## src/rtl/or8way_selftest.sv

```systemverilog
// ----------------------------------------------------------------------------
// or8way_selftest
//
// On-chip stimulus generator and response checker for an 8-way OR reduction
// gate. A run drives patterns 0..PAT_NUM-1 onto pat_out. Each pattern is held
// for SETTLE_CYCLES cycles plus one check cycle. In the check cycle the gate
// response dut_in is compared against the OR-reduction of pat_out.
//
// Ports
//   clk            rising-edge clock
//   rst            asynchronous, active-high reset
//   start          begins a run (sampled only in IDLE or DONE)
//   pat_out[7:0]   pattern driven to the gate input
//   dut_in         gate output under test
//   busy           run in progress (SETTLE or CHECK)
//   done           run finished; held until the next start or rst
//   pass           valid with done: every checked pattern matched
//   fail_count     mismatches in the current/last run (saturates at 511)
//   first_fail_idx index of the first mismatching pattern
//   first_fail_vld first_fail_idx holds a captured value
// ----------------------------------------------------------------------------
module or8way_selftest #(
  parameter int PAT_NUM       = 256,
  parameter int SETTLE_CYCLES = 1,
  parameter bit STOP_ON_FAIL  = 1'b0
) (
  input  logic       clk,
  input  logic       rst,
  input  logic       start,
  output logic [7:0] pat_out,
  input  logic       dut_in,
  output logic       busy,
  output logic       done,
  output logic       pass,
  output logic [8:0] fail_count,
  output logic [7:0] first_fail_idx,
  output logic       first_fail_vld
);

  typedef enum logic [1:0] {
    IDLE   = 2'd0,
    SETTLE = 2'd1,
    CHECK  = 2'd2,
    DONE   = 2'd3
  } state_t;

  localparam logic [7:0] LAST_IDX    = 8'(PAT_NUM - 1);
  localparam logic [3:0] SETTLE_INIT = 4'(SETTLE_CYCLES - 1);
  localparam logic [8:0] FAIL_MAX    = 9'd511;

  state_t     state;
  logic [7:0] idx;
  logic [3:0] settle_cnt;
  logic       golden;
  logic       mismatch;

  // Golden response is derived from the pattern actually on the gate input,
  // which is stable for the whole SETTLE/CHECK window of a pattern.
  assign golden   = |pat_out;
  assign mismatch = (dut_in != golden);

  always_ff @(posedge clk or posedge rst) begin
    if (rst) begin
      state          <= IDLE;
      idx            <= 8'd0;
      settle_cnt     <= 4'd0;
      pat_out        <= 8'd0;
      busy           <= 1'b0;
      done           <= 1'b0;
      pass           <= 1'b0;
      fail_count     <= 9'd0;
      first_fail_idx <= 8'd0;
      first_fail_vld <= 1'b0;
    end else begin
      case (state)
        IDLE, DONE: begin
          // A start from DONE behaves exactly like a start from IDLE.
          if (start) begin
            idx            <= 8'd0;
            pat_out        <= 8'd0;
            settle_cnt     <= SETTLE_INIT;
            fail_count     <= 9'd0;
            first_fail_idx <= 8'd0;
            first_fail_vld <= 1'b0;
            pass           <= 1'b0;
            busy           <= 1'b1;
            done           <= 1'b0;
            state          <= SETTLE;
          end
        end

        SETTLE: begin
          if (settle_cnt != 4'd0) begin
            settle_cnt <= settle_cnt - 4'd1;
          end else begin
            state <= CHECK;
          end
        end

        CHECK: begin
          if (mismatch) begin
            if (fail_count != FAIL_MAX) begin
              fail_count <= fail_count + 9'd1;
            end
            if (!first_fail_vld) begin
              first_fail_idx <= idx;
              first_fail_vld <= 1'b1;
            end
          end

          if (mismatch && STOP_ON_FAIL) begin
            pass  <= 1'b0;
            busy  <= 1'b0;
            done  <= 1'b1;
            state <= DONE;
          end else if (idx == LAST_IDX) begin
            // fail_count is still the pre-update value here, so the mismatch
            // of this very cycle has to be folded in separately.
            pass  <= (fail_count == 9'd0) && !mismatch;
            busy  <= 1'b0;
            done  <= 1'b1;
            state <= DONE;
          end else begin
            idx        <= idx + 8'd1;
            pat_out    <= idx + 8'd1;
            settle_cnt <= SETTLE_INIT;
            state      <= SETTLE;
          end
        end

        default: begin
          state <= IDLE;
        end
      endcase
    end
  end

endmodule

```

## config.mk

```make
export PLATFORM = sky130hd
export DESIGN_NAME = or8way_selftest
export DESIGN_NICKNAME = d
export VERILOG_FILES = /design/src/rtl/or8way_selftest.sv
export SDC_FILE = /design/constraint.sdc
export NUM_CORES = 1
export LEC_CHECK = 0
export ABC_CLOCK_PERIOD_IN_PS = 3500
export BUFFER_PORTS_ARGS = -buffer_cell sky130_fd_sc_hd__buf_2
export CORE_MARGIN = 2
export CORE_UTILIZATION = 44
export CTS_BUF_LIST = sky130_fd_sc_hd__clkbuf_8
export DETAILED_ROUTE_END_ITERATION = 8
export GPL_TIMING_DRIVEN = 0
export PLACE_DENSITY = 0.66
export SYNTH_ARGS = -nofsm -noshare
export SYNTH_HDL_FRONTEND = slang
export SYNTH_SLANG_ARGS = --single-unit
```

## constraint.sdc

```tcl
create_clock -name clk -period 3.5 [get_ports clk]
set_clock_uncertainty 0.15 [all_clocks]
set_input_delay 0.175 -clock clk [delete_from_list [all_inputs] [get_ports clk]]
set_output_delay 0.175 -clock clk [all_outputs]
set_load 0.02 [all_outputs]
```

==> metrics <==
status finished, final reports clean; Core Region 0.004384 mm2; initial core utilization 0.4572; nets 275; RePlAce Congestion 0.8534; total congestion overflow 0; Startpoint Class flip-flop; Leak 1.130 nW; die area 0.005112 mm2; number of flops mapped to enable cells by yosys 0; Setup crit end kind flip-flop; count leader, synth dfrtp_1; Syn Inst Count 220; via count 1,829; Post-DRT Antenna Nets 0; Total Routing Usage GR 0.2055; Synth Area in Simple Gates 0.2228; data required time of the worst path 3.57 ns; Pre-Repair DR Iteration Count 4; Max Freq 348.3 MHz; clk buf depth 2; leading area contributor after synthesis dfrtp_1; final setup violating endpoints 0; post-synth cell types 42; unrepaired setup endpoints after global routing no; number of max-cap violations 0; H-tree depth 2; largest family of logic cells by synthesized area simple AND/OR/NAND/NOR gates; dpl hpwl 3.509 mm; CTS Buf Count 5; synth top area cells dfrtp_1 (44%), ha_1 (6.2%), nor2_1 (4.7%), nand2_1 (4.5%), a21oi_1 (3.5%); Synth Area in Adders 0.06242; die width 71.50 um; post-DR vias/cell 5.825; Max-slew headroom 0.4180; worst vdd ir 0.3234 mV; CTS clock-pin slew for the worst setup and hold paths 0.07 ns; TNS Setup 0 ns; area grow syn2layout 18.10%; ANT cells 0; CP Data Arrival Time 2.94 ns; syn nets 234; Iteration-0 DRC Markers 155; ys async rst share 1.000; WS Path Type reg -> reg; top post-synthesis cells by count dfrtp_1 (35), nor2_1 (25), nand2_1 (24); CP cell instances inv_1 > ha_1 > or4b_4 > nor4_4 > xor2_1 > nor3_1 > a32o_1; share of cells above drive strength 1 0.1947; ys flop type dfrtp_1; FP Rows 24; wire per inst 15.51 um; crit path time final 2.871 ns; # port buffers 32; Synth top area share 0.4370; first-pass GRT wire length 8.231 mm; register area share after synthesis 0.4370; CTS tree done; final core utilization 0.5400; largest net degree at the start of global routing 21; root buf cell clkbuf_8; final WL 4.871 mm; initial antenna violation count 0; YS warnings 0; Ports 33; Clk Latency, worst-skew pair 0.28 ns; vias in the first global route 1,725; Hold Path Class in -> reg; # fillers 429; crit share post-route 0.8203; synthesized area 0.002004 mm2; slowest CP cell nor3_1; Die Y 71.50 um; Yosys reg bits 35; crit path max fanout 8; mean post-synth cell area 9.111 um2; Synth Area in XOR/XNOR 0.02622; post-synthesis mux area share 0.03184; PD cells 584.1 mW/mm2; Tightest Pin Transition 0.8664 ns; CP max stage delay 0.74 ns; Synth Area in Compound Gates 0.1704; Hold Violations, Final 0; # clock sinks 35; final slew viol count 0; DRC errors left 0
per-layer routing:
layer | global-route usage | up-vias | share of wire
li1 | - | 885 | -
met1 | 0.2880 | 882 | 0.48
met2 | 0.3292 | 57 | 0.46
met3 | 0.03094 | 5 | 0.050
met4 | 0.06289 | 0 | 0.0099
met5 | 0 | - | 0
registers in the layout (all words and copies together), names as in the netlist:
name	flops
done	1
busy	1
fail_count	9
idx	8
state	2
first_fail_idx	8
pass	1
settle_cnt	4
first_fail_vld	1
placed cells by master (no fill, tap or decap), drive strengths merged, types with 3 or more instances in the layout:
| cell | netlist | layout |
|---|---|---|
| a21oi | 14 | 14 |
| a31o | 3 | 3 |
| a31oi | 3 | 3 |
| a32o | 6 | 6 |
| and4 | 3 | 3 |
| buf | 2 | 35 |
| clkbuf | 9 | 16 |
| dfrtp | 35 | 35 |
| ha | 10 | 10 |
| inv | 14 | 15 |
| mux2 | 3 | 3 |
| mux2i | 3 | 3 |
| nand2 | 24 | 24 |
| nand3 | 9 | 9 |
| nand4 | 8 | 8 |
| nor2 | 25 | 25 |
| nor2b | 3 | 3 |
| nor3 | 7 | 7 |
| o21ai | 10 | 10 |
| xnor2 | 3 | 3 |
| xor2 | 3 | 3 |
worst max-delay path, delay by kind of cell (launching register included):
| kind | cells | cell delay, ns |
|---|---|---|
| buffers and inverters | 1 | 0.09 |
| AO/OA/AOI/OAI | 1 | 0.27 |
| XOR/XNOR | 1 | 0.19 |
| flip-flops | 1 | 0.47 |
| adder cells (fa/ha/maj) | 1 | 0.14 |
| AND/OR/NAND/NOR | 3 | 1.50 |
metrics by stage:
stage / std cells / setup WS (ns) / power (mW) / cell area (um2) / hold slack [ns]
after floorplan: 220 / 0.9727 / 0.9155 / 2004 / 0.1793
after global placement: 304 / 0.6357 / 1.055 / 2230 / 0.3198
after detailed placement: 305 / 0.5981 / 1.071 / 2257 / 0.1614
after CTS: 314 / 0.5762 / 1.392 / 2367 / 0.07755
after global routing: 314 / 0.4162 / 1.482 / 2367 / 0.1238
final: 314 / 0.6288 / 1.383 / 2367 / 0.08264
where the power goes:
group          internal [mW]  total [mW]  switching (mW)
registers              0.451       0.496          0.0449
clock network          0.177       0.316           0.139
logic                  0.201       0.570           0.369
area by class of cell:
class	count	area, um2	share of cell area
Tap cell	52	65.06	0.02748
Timing Repair Buffer	34	197.7	0.08351
Inverter	14	52.55	0.02220
Buffer	11	46.29	0.01956
Multi-Input combinational cell	160	1030	0.4350
Clock buffer	7	96.34	0.04070
Clock inverter	1	3.754	0.001586
Sequential cell	35	875.8	0.3700
cells by family after synthesis:
family	after synthesis
AO/OA/AOI/OAI	50
buffers and inverters	25
adder cells (fa/ha/maj)	10
XOR/XNOR	6
flip-flops	35
AND/OR/NAND/NOR	88
multiplexers	6
repair_timing:
action                                  CTS  global route
resized for setup                         0             0
endpoints found under the setup margin    0             0
hold buffers                              1             0
setup buffers                             0             0
endpoints found under the hold margin    15             0
path summary, 6_finish.rpt:
kind | from | endpoint | slack [ns] | cells past startpoint
worst max register to register | idx[0] | first_fail_idx[6] | 0.63 | 7
worst min register to register | first_fail_idx[5] | first_fail_idx[5] | 0.34 | 1
worst max-delay path | idx[0] | first_fail_idx[6] | 0.63 | 7
worst min-delay path | start | done | 0.08 | 4
min in group asynchronous | rst | state[1] | 0.39 | 3
max in group asynchronous | rst | fail_count[8] | 2.28 | 4
(Power assumes the default switching activity.)
